`src/rtl/sysid_info_slave_pkg.sv`:
```
// Shared word map, register bit positions and reset values for the
// system-ID information slave.
package sysid_info_slave_pkg;

  // Word offsets on the 3-bit address bus
  localparam logic [2:0] ADDR_ID        = 3'd0;
  localparam logic [2:0] ADDR_TIMESTAMP = 3'd1;
  localparam logic [2:0] ADDR_UPTIME_LO = 3'd2;
  localparam logic [2:0] ADDR_UPTIME_HI = 3'd3;
  localparam logic [2:0] ADDR_SCRATCH   = 3'd4;
  localparam logic [2:0] ADDR_CONTROL   = 3'd5;
  localparam logic [2:0] ADDR_STATUS    = 3'd6;

  // CONTROL bit positions
  localparam int unsigned CTRL_EN_BIT   = 0;
  localparam int unsigned CTRL_CLR_BIT  = 1;
  localparam int unsigned CTRL_LOCK_BIT = 2;

  // STATUS bit positions
  localparam int unsigned STAT_OVF_BIT  = 0;
  localparam int unsigned STAT_PERR_BIT = 1;

  // CONTROL comes out of reset with the counter running, unlocked
  localparam logic [31:0] CTRL_RESET = 32'h0000_0001;

endpackage

```
`src/rtl/sysid_uptime_counter.sv`:
```
// Free-running uptime counter with enable, synchronous clear and an
// overflow pulse in the cycle the counter wraps from all-ones to zero.
module sysid_uptime_counter #(
  parameter int unsigned CNT_W = 48
) (
  input  logic             clock,
  input  logic             reset_n,
  input  logic             en,
  input  logic             clr,
  output logic [CNT_W-1:0] count,
  output logic             ovf
);

  // Wrap happens on the edge where an enabled, non-cleared count is all-ones
  assign ovf = en & ~clr & (count == '1);

  // Count state: clear has priority over increment; natural wrap at all-ones
  always_ff @(posedge clock or negedge reset_n) begin
    if (!reset_n) begin
      count <= '0;
    end else if (clr) begin
      count <= '0;
    end else if (en) begin
      count <= count + CNT_W'(1);
    end
  end

endmodule

```
`src/rtl/sysid_info_slave.sv`:
```
// Memory-mapped system-ID slave: ID, build timestamp, uptime counter with
// HI-word shadow, scratch register, control and sticky status, behind a
// fully pipelined fixed-latency read path.
module sysid_info_slave
  import sysid_info_slave_pkg::*;
#(
  parameter logic [31:0] ID_VALUE     = 32'd7,
  parameter logic [31:0] TIMESTAMP    = 32'd1381349107,
  parameter int unsigned CNT_W        = 48,
  parameter int unsigned READ_LATENCY = 1
) (
  input  logic        clock,
  input  logic        reset_n,
  input  logic [2:0]  address,
  input  logic        chipselect,
  input  logic        read,
  input  logic        write,
  input  logic [31:0] writedata,
  output logic [31:0] readdata,
  output logic        readdatavalid
);

  logic             rd_acc;
  logic             wr_acc;
  logic             rw_conflict;
  logic             status_w1c;

  logic [CNT_W-1:0] count;
  logic             cnt_ovf;

  logic [31:0]      shadow_hi;
  logic [31:0]      scratch;
  logic             ctrl_en;
  logic             ctrl_clr;
  logic             ctrl_lock;
  logic             st_ovf;
  logic             st_perr;

  logic [31:0]      rd_mux;
  logic [READ_LATENCY-1:0] vld_pipe;
  logic [31:0]      dat_pipe [READ_LATENCY];

  // A simultaneous read and write performs the read and drops the write
  assign rd_acc      = chipselect & read;
  assign rw_conflict = chipselect & read & write;
  assign wr_acc      = chipselect & write & ~read;
  assign status_w1c  = wr_acc & (address == ADDR_STATUS);

  sysid_uptime_counter #(
    .CNT_W (CNT_W)
  ) u_counter (
    .clock   (clock),
    .reset_n (reset_n),
    .en      (ctrl_en),
    .clr     (ctrl_clr),
    .count   (count),
    .ovf     (cnt_ovf)
  );

  // Read mux: register values as they stand before this cycle's write
  always_comb begin
    rd_mux = '0;
    case (address)
      ADDR_ID:        rd_mux = ID_VALUE;
      ADDR_TIMESTAMP: rd_mux = TIMESTAMP;
      ADDR_UPTIME_LO: rd_mux = count[31:0];
      ADDR_UPTIME_HI: rd_mux = shadow_hi;
      ADDR_SCRATCH:   rd_mux = scratch;
      ADDR_CONTROL: begin
        rd_mux[CTRL_EN_BIT]   = ctrl_en;
        rd_mux[CTRL_LOCK_BIT] = ctrl_lock;
      end
      ADDR_STATUS: begin
        rd_mux[STAT_OVF_BIT]  = st_ovf;
        rd_mux[STAT_PERR_BIT] = st_perr;
      end
      default:        rd_mux = '0;
    endcase
  end

  // Register file: shadow capture, scratch, control and sticky status
  always_ff @(posedge clock or negedge reset_n) begin
    if (!reset_n) begin
      shadow_hi <= '0;
      scratch   <= '0;
      ctrl_en   <= CTRL_RESET[CTRL_EN_BIT];
      ctrl_clr  <= CTRL_RESET[CTRL_CLR_BIT];
      ctrl_lock <= CTRL_RESET[CTRL_LOCK_BIT];
      st_ovf    <= 1'b0;
      st_perr   <= 1'b0;
    end else begin
      ctrl_clr <= 1'b0;
      if (rd_acc && (address == ADDR_UPTIME_LO)) begin
        shadow_hi <= 32'(count[CNT_W-1:32]);
      end
      if (wr_acc) begin
        case (address)
          ADDR_SCRATCH: begin
            if (!ctrl_lock) begin
              scratch <= writedata;
            end
          end
          ADDR_CONTROL: begin
            ctrl_en  <= writedata[CTRL_EN_BIT];
            ctrl_clr <= writedata[CTRL_CLR_BIT];
            if (writedata[CTRL_LOCK_BIT]) begin
              ctrl_lock <= 1'b1;
            end
          end
          default: ;
        endcase
      end
      // Set beats write-1-to-clear in the same cycle
      st_ovf  <= cnt_ovf | (st_ovf & ~(status_w1c & writedata[STAT_OVF_BIT]));
      st_perr <= rw_conflict | (st_perr & ~(status_w1c & writedata[STAT_PERR_BIT]));
    end
  end

  // Read pipeline: data is zeroed in any stage that carries no valid read
  always_ff @(posedge clock or negedge reset_n) begin
    if (!reset_n) begin
      vld_pipe <= '0;
      for (int unsigned i = 0; i < READ_LATENCY; i++) begin
        dat_pipe[i] <= '0;
      end
    end else begin
      vld_pipe[0] <= rd_acc;
      dat_pipe[0] <= rd_acc ? rd_mux : '0;
      for (int unsigned i = 1; i < READ_LATENCY; i++) begin
        vld_pipe[i] <= vld_pipe[i-1];
        dat_pipe[i] <= dat_pipe[i-1];
      end
    end
  end

  assign readdata      = dat_pipe[READ_LATENCY-1];
  assign readdatavalid = vld_pipe[READ_LATENCY-1];

endmodule

```
`config.mk`:
```
export PLATFORM = sky130hd
export DESIGN_NAME = sysid_info_slave
export DESIGN_NICKNAME = d
export VERILOG_FILES = /design/src/rtl/sysid_info_slave_pkg.sv /design/src/rtl/sysid_uptime_counter.sv /design/src/rtl/sysid_info_slave.sv
export SDC_FILE = /design/constraint.sdc
export NUM_CORES = 1
export LEC_CHECK = 0
export CAP_MARGIN = 10
export CORE_MARGIN = 5
export CORE_UTILIZATION = 25
export CTS_CLUSTER_SIZE = 20
export DETAILED_ROUTE_END_ITERATION = 10
export DONT_BUFFER_PORTS = 1
export PLACE_DENSITY = 0.36
export SLEW_MARGIN = 20
export SYNTH_ARGS = -nofsm -noshare
export SYNTH_HDL_FRONTEND = slang
export SYNTH_SLANG_ARGS = --single-unit
```
`constraint.sdc`:
```
create_clock -name clock -period 3.4 [get_ports clock]
set_clock_uncertainty 0.15 [all_clocks]
set_input_delay 0.85 -clock clock [delete_from_list [all_inputs] [get_ports clock]]
set_output_delay 0.85 -clock clock [all_outputs]
set_load 0.01 [all_outputs]
```
Word level (Yosys, flattened, before mapping)
Index checks and enable logic that the tools add are counted.
W data, S select, Z words.
{ "op_classes": {"bitwise_logic": 18, "eq_ne": 7, "n_addsub": 1, "muxes": 9, "n_reduce_logical": 7} }
{ "op_table": {"columns": ["cell", "n"], "rows": [
  ["$pmux W29 S4", 1],
  ["$mux W48", 2],
  ["$add A48 B1 Y48 const B", 1],
  ["$eq A48 B48 Y1 const B", 1],
  ["$mux W32", 1],
  ["$and A1 B1 Y1", 11],
  ["$pmux W1 S5", 2],
  ["$eq A3 B3 Y1 const B", 3],
  ["$eq A3 B2 Y1 const B", 2],
  ["$pmux W1 S6", 1],
  ["$reduce_and A3 Y1", 2],
  ["$not A1 Y1", 5],
  ["$eq A3 B1 Y1 const B", 1],
  ["$logic_not A3 Y1", 1],
  ["$mux W1", 2],
  ["$or A1 B1 Y1", 2],
  ["$reduce_and A2 Y1", 1],
  ["$reduce_bool A2 Y1", 1],
  ["$reduce_or A2 Y1", 1],
  ["$logic_and A1 B1 Y1", 1]
]} }
{ "word_totals": {"out_inout_bits": 33, "in_bits": 40, "register_bits": 134} }

Longest topological paths before layout
{ "logic_depth": {"word_depth": 7, "ltp_mapped": 8} }

Modules after synthesis
From an unflattened synthesis, not the netlist that was laid out.
{ "hier_totals": {"hier_cells": 550, "hier_area_um2": 6178.4} }
{ "by_module_without_submodules": {"columns": ["mod", "area_per_inst_um2", "cells_per_inst", "seq_area_each_um2", "instances"], "rows": [
  ["sysid_info_slave", 3627.2, 285, 2153.3, 1],
  ["sysid_uptime_counter", 2551.2, 265, 1201.2, 1]
]} }

Worst setup path after synthesis
OpenSTA, ideal clock, no wires.
{ "synth_timing": {"path_kind": "input to register", "start": "input port address[1]", "end": "register shadow_hi[10]", "path_buffers": 4, "required_ns": 3.125, "path_stages": 7, "arrival_ns": 2.532, "slack_ns": 0.593, "setup_time_ns": 0.125, "path_cell_list": "clkbuf_1 nor2b_1 clkbuf_1 and3_1 clkbuf_1 buf_2 mux2_2"} }
{ "synth_between": {"elab_chain_cells": 2} }
{ "synth_rtl": {"columns": ["item", "line_no", "rtl"], "rows": [
  ["from (decl)", "sysid_info_slave.sv:14", "input logic [2:0] address,"],
  ["$eq A3 B2 Y1", "sysid_info_slave.sv:93", "if (rd_acc && (address == ADDR_UPTIME_LO)) begin"],
  ["$logic_and A1 B1 Y1", "sysid_info_slave.sv:93", null],
  ["to (signal assigned)", "sysid_info_slave.sv:94", "shadow_hi <= 32'(count[CNT_W-1:32]);"],
  ["to (decl)", "sysid_info_slave.sv:31", "logic [31:0] shadow_hi;"]
]} }
Every way passes these cells.
A chain may end at the register's enable or synchronous reset.

Worst setup path after layout
{ "layout_timing": {"start": "register u_counter.count[0]", "end": "register u_counter.count[46]"} }
{ "layout_between": {"elab_chain_cells": 3} }
{ "layout_rtl": {"columns": ["item", "line_no", "rtl"], "rows": [
  ["from (decl)", "sysid_uptime_counter.sv:10", "output logic [CNT_W-1:0] count,"],
  ["from (signal assigned)", "sysid_uptime_counter.sv:24", "count <= count + CNT_W'(1);"],
  ["$add A48 B1 Y48", "sysid_uptime_counter.sv:24", null],
  ["$mux W48", "sysid_uptime_counter.sv:23", "end else if (en) begin"],
  ["$mux W48", "sysid_uptime_counter.sv:21", "end else if (clr) begin"]
]} }
Every way passes these cells. The select of a mux whose other input is x is not followed.

==> key figures <==
Status
  • Status: complete, but fails checks
  • Failing checks: negative hold slack

Synth
  • Synthesized instance count: 578
  • #FFs+latches synth: 134
  • Syn avg cell area: 10.6 um^2
  • Top FF cell, synth: dfrtp_1
  • Post-synth EDFFs: 0
  • Synth unique cells: 46
  • Syn_nets: 619
  • Mapped cell area: 6110 um^2
  • Ys Warns: 0
  • Share of flip-flops with an asynchronous set or reset: 100%
  • Seq/Total Area, Yosys: 54.9%

Worst setup path
  • WS Path Type: register to register
  • Max stage delay on crit path: 0.58 ns
  • WP data arrival: 2.88 ns
  • Critical Path Start: u_counter.count[0]
  • CP max FO: 7
  • Critical-path cell list: ha_1, nand4_1, nor4_4, nand4_2, or4_1, a21oi_1
  • CP Data Required Time: 3.58 ns
  • Critical-path top delay cell: nor4_4
  • Critical Path End Type: register
  • Worst R2R Start: u_counter.count[0]
  • Startpoint types: register

Place
  • Placed Cells: 877
  • Pre-CTS WS: 0.750 ns
  • RePlAce Congestion: 0.781
  • Port Buffer Count: 0
  • Placed wire-length estimate: 11700 um

Timing
  • RSZ-0062 raised after global routing: no
  • TNS Setup: 0 ns
  • Slew headroom: 32.7%
  • Crit share post-route: 79.5%
  • Slew Limit Fails: 0
  • Final setup margin: 0.697 ns
  • Setup violators final: 0
  • Minimum clock period: 2.70 ns
  • Least-Margin Pin Slew: 1.00 ns
  • WHS: -0.0331 ns
  • FMAX: 370 MHz
  • Final Hold Vio Count: 10

Power and ir drop
  • Leakage: 3.01 nW
  • Peak supply drop: 348 uV
  • Power Dens Cells: 562 nW/um^2

Route
  • Wire per inst: 18.5 um
  • DRC: 0
  • Routed Antenna Nets: 0
  • Total wire length: 16800 um
  • Vias per inst: 4.77
  • Vias: 4340
  • Initial DRC count: 307
  • DR pass1 iterations: 4

Clock tree
  • Reg clk slew, reported paths: 0.07 ns
  • Num CTS Buffers: 17
  • CTS resizes: 0
  • Latest clock arrival within the worst-skew pair: 0.42 ns
  • CTS Sinks: 134
  • H-tree depth: 4
  • CTS root buffer: clkbuf_16
  • CTS Buffer Depth: 2
  • Post-CTS Setup Bufs: 0
  • CTS tree: built

Floorplanning
  • DIE HEIGHT: 166 um
  • Die ar.: 27700 um^2
  • Ports: 73
  • FP Rows: 57
  • Core Footprint: 24200 um^2
  • Die span in x: 166 um
  • Initial Util: 25.3%

Worst hold path
  • Hold WC Path Type: primary input to async pin

Global route
  • Overflow after GRT: 0
  • Largest net degree at the start of global routing: 135
  • Global-route wire length before repair: 26900 um
  • All-Layer GR Usage: 12.4%
  • Number of global-route vias before repair: 4396
  • Number of antenna violations at the first check in global routing: 0

Cells and area
  • Layout Nets: 613
  • Diode count: 0
  • Layout cells sized above 1: 17.1%
  • P&R area growth vs syn: 15.4%
  • Finished Layout Cells: 909
  • Fill cell count: 2519
  • Final core occ: 29.2%

Run
  • Number of max-cap violations: 0
[Yosys cell counts (all sizes together) (10+ instances only)]
| library cell | number | share of area [%] |
|---|---|---|
| a21oi | 37 | 3.0 |
| nand2 | 30 | 1.8 |
| nor2 | 97 | 6.0 |
| xnor2 | 17 | 2.4 |
| and3 | 10 | 1.0 |
| nor4 | 10 | 1.6 |
| inv | 10 | 0.61 |
| clkbuf | 24 | 1.5 |
| dfrtp | 133 | 54 |
| xor2 | 16 | 2.3 |
| nand4 | 22 | 2.4 |
| mux2 | 50 | 9.2 |
| o21ai | 19 | 1.6 |
| a22oi | 21 | 2.6 |
| nand3 | 14 | 1.1 |
| and4 | 10 | 1.4 |
| buf | 10 | 0.94 |
[cell type report]
cell class | instances | area, um^2 | share of cell area (%)
Clock buffer | 18 | 429 | 6.08
Inverter | 10 | 37.5 | 0.532
Timing Repair Buffer | 9 | 67.6 | 0.957
Multi-Input combinational cell | 400 | 2590 | 36.6
Tap cell | 324 | 405 | 5.74
Clock inverter | 14 | 176 | 2.50
Sequential cell | 134 | 3360 | 47.5
[per-layer routing]
layer | up-vias | GRT usage (%) | wire length (um)
met1 | 2214 | 17.2 | 8200
met2 | 90 | 19.0 | 7870
met4 | 0 | 3.56 | 108
met3 | 6 | 3.28 | 663
li1 | 2030 | - | -
met5 | - | 0 | 0
[registers in the layout (all words and copies together) (netlist names)]
| register | count |
|---|---|
| st_ovf | 1 |
| ctrl_lock | 1 |
| shadow_hi | 16 |
| ctrl_clr | 1 |
| readdatavalid | 1 |
| scratch | 32 |
| ctrl_en | 1 |
| u_counter.count | 48 |
| st_perr | 1 |
| readdata | 32 |
[worst max-delay path, delay by kind of cell (launching register included)]
family	cells	cell delay, ns
AND/OR/NAND/NOR	4	1.59
flip-flops	1	0.45
adder cells (fa/ha/maj)	1	0.22
AO/OA/AOI/OAI	1	0.19
[final timing paths]
| kind | to | slack (ns) | cells after the start |
|---|---|---|---|
| max | u_counter.count[46] | 0.70 | 6 |
| min | readdata[23] | -0.03 | 0 |
| max reg2reg | u_counter.count[46] | 0.70 | 6 |
| min reg2reg | readdata[7] | 0.36 | 2 |
| max in group asynchronous | readdata[4] | 2.79 | 0 |
| min in group clock | readdata[7] | 0.36 | 2 |
[logic make-up after synthesis]
group                    count (synthesis)  synth area share (%)
AND/OR/NAND/NOR                        222                  18.5
flip-flops                             134                  54.9
AO/OA/AOI/OAI                           91                  8.96
multiplexers                            53                  9.70
buffers and inverters                   44                  3.03
XOR/XNOR                                33                  4.73
adder cells (fa/ha/maj)                  1                 0.205
[cell usage in the layout (no fill, tap or decap), types with 2 or more instances in the layout]
| master | synthesis | routed |
|---|---|---|
| a31oi_1 | 2 | 2 |
| and3_1 | 10 | 10 |
| a22oi_1 | 21 | 21 |
| mux2i_1 | 3 | 3 |
| o31ai_1 | 5 | 5 |
| clkinv_4 | 0 | 4 |
| nor2_1 | 97 | 97 |
| nor4_4 | 2 | 3 |
| clkinv_2 | 0 | 2 |
| inv_1 | 10 | 10 |
| a21oi_1 | 37 | 37 |
| nor3_1 | 5 | 5 |
| xnor2_1 | 17 | 17 |
| nor4_1 | 7 | 7 |
| dfrtp_1 | 133 | 132 |
| nand2_1 | 30 | 30 |
| mux2_2 | 50 | 50 |
| o21ai_0 | 19 | 19 |
| clkinvlp_4 | 0 | 2 |
| and2_1 | 3 | 3 |
| nand4_1 | 21 | 21 |
| and4_1 | 10 | 10 |
| or4_1 | 6 | 6 |
| nor2b_1 | 4 | 3 |
| nand2b_1 | 2 | 2 |
| or3_1 | 3 | 3 |
| clkbuf_16 | 0 | 17 |
| nand3_1 | 14 | 14 |
| buf_4 | 1 | 9 |
| xor2_1 | 16 | 16 |
| a211oi_1 | 2 | 2 |
| bufinv_16 | 0 | 3 |
| inv_6 | 0 | 3 |
[power breakdown]
group          leakage (nW)  internal [mW]  switching [mW]  total [mW]
Clock                 0.291           1.16           0.741        1.90
Combinational         0.914          0.126           0.108       0.234
Sequential             1.81           1.72           0.112        1.83
[through the flow]
stage	cell area [um^2]	power [mW]
global route	7060	4.13
floorplan	6110	2.02
finish	7060	3.96
CTS	7060	4.03
detailed placement	6450	2.10
global placement	6450	2.08
(Power assumes the default switching activity.)
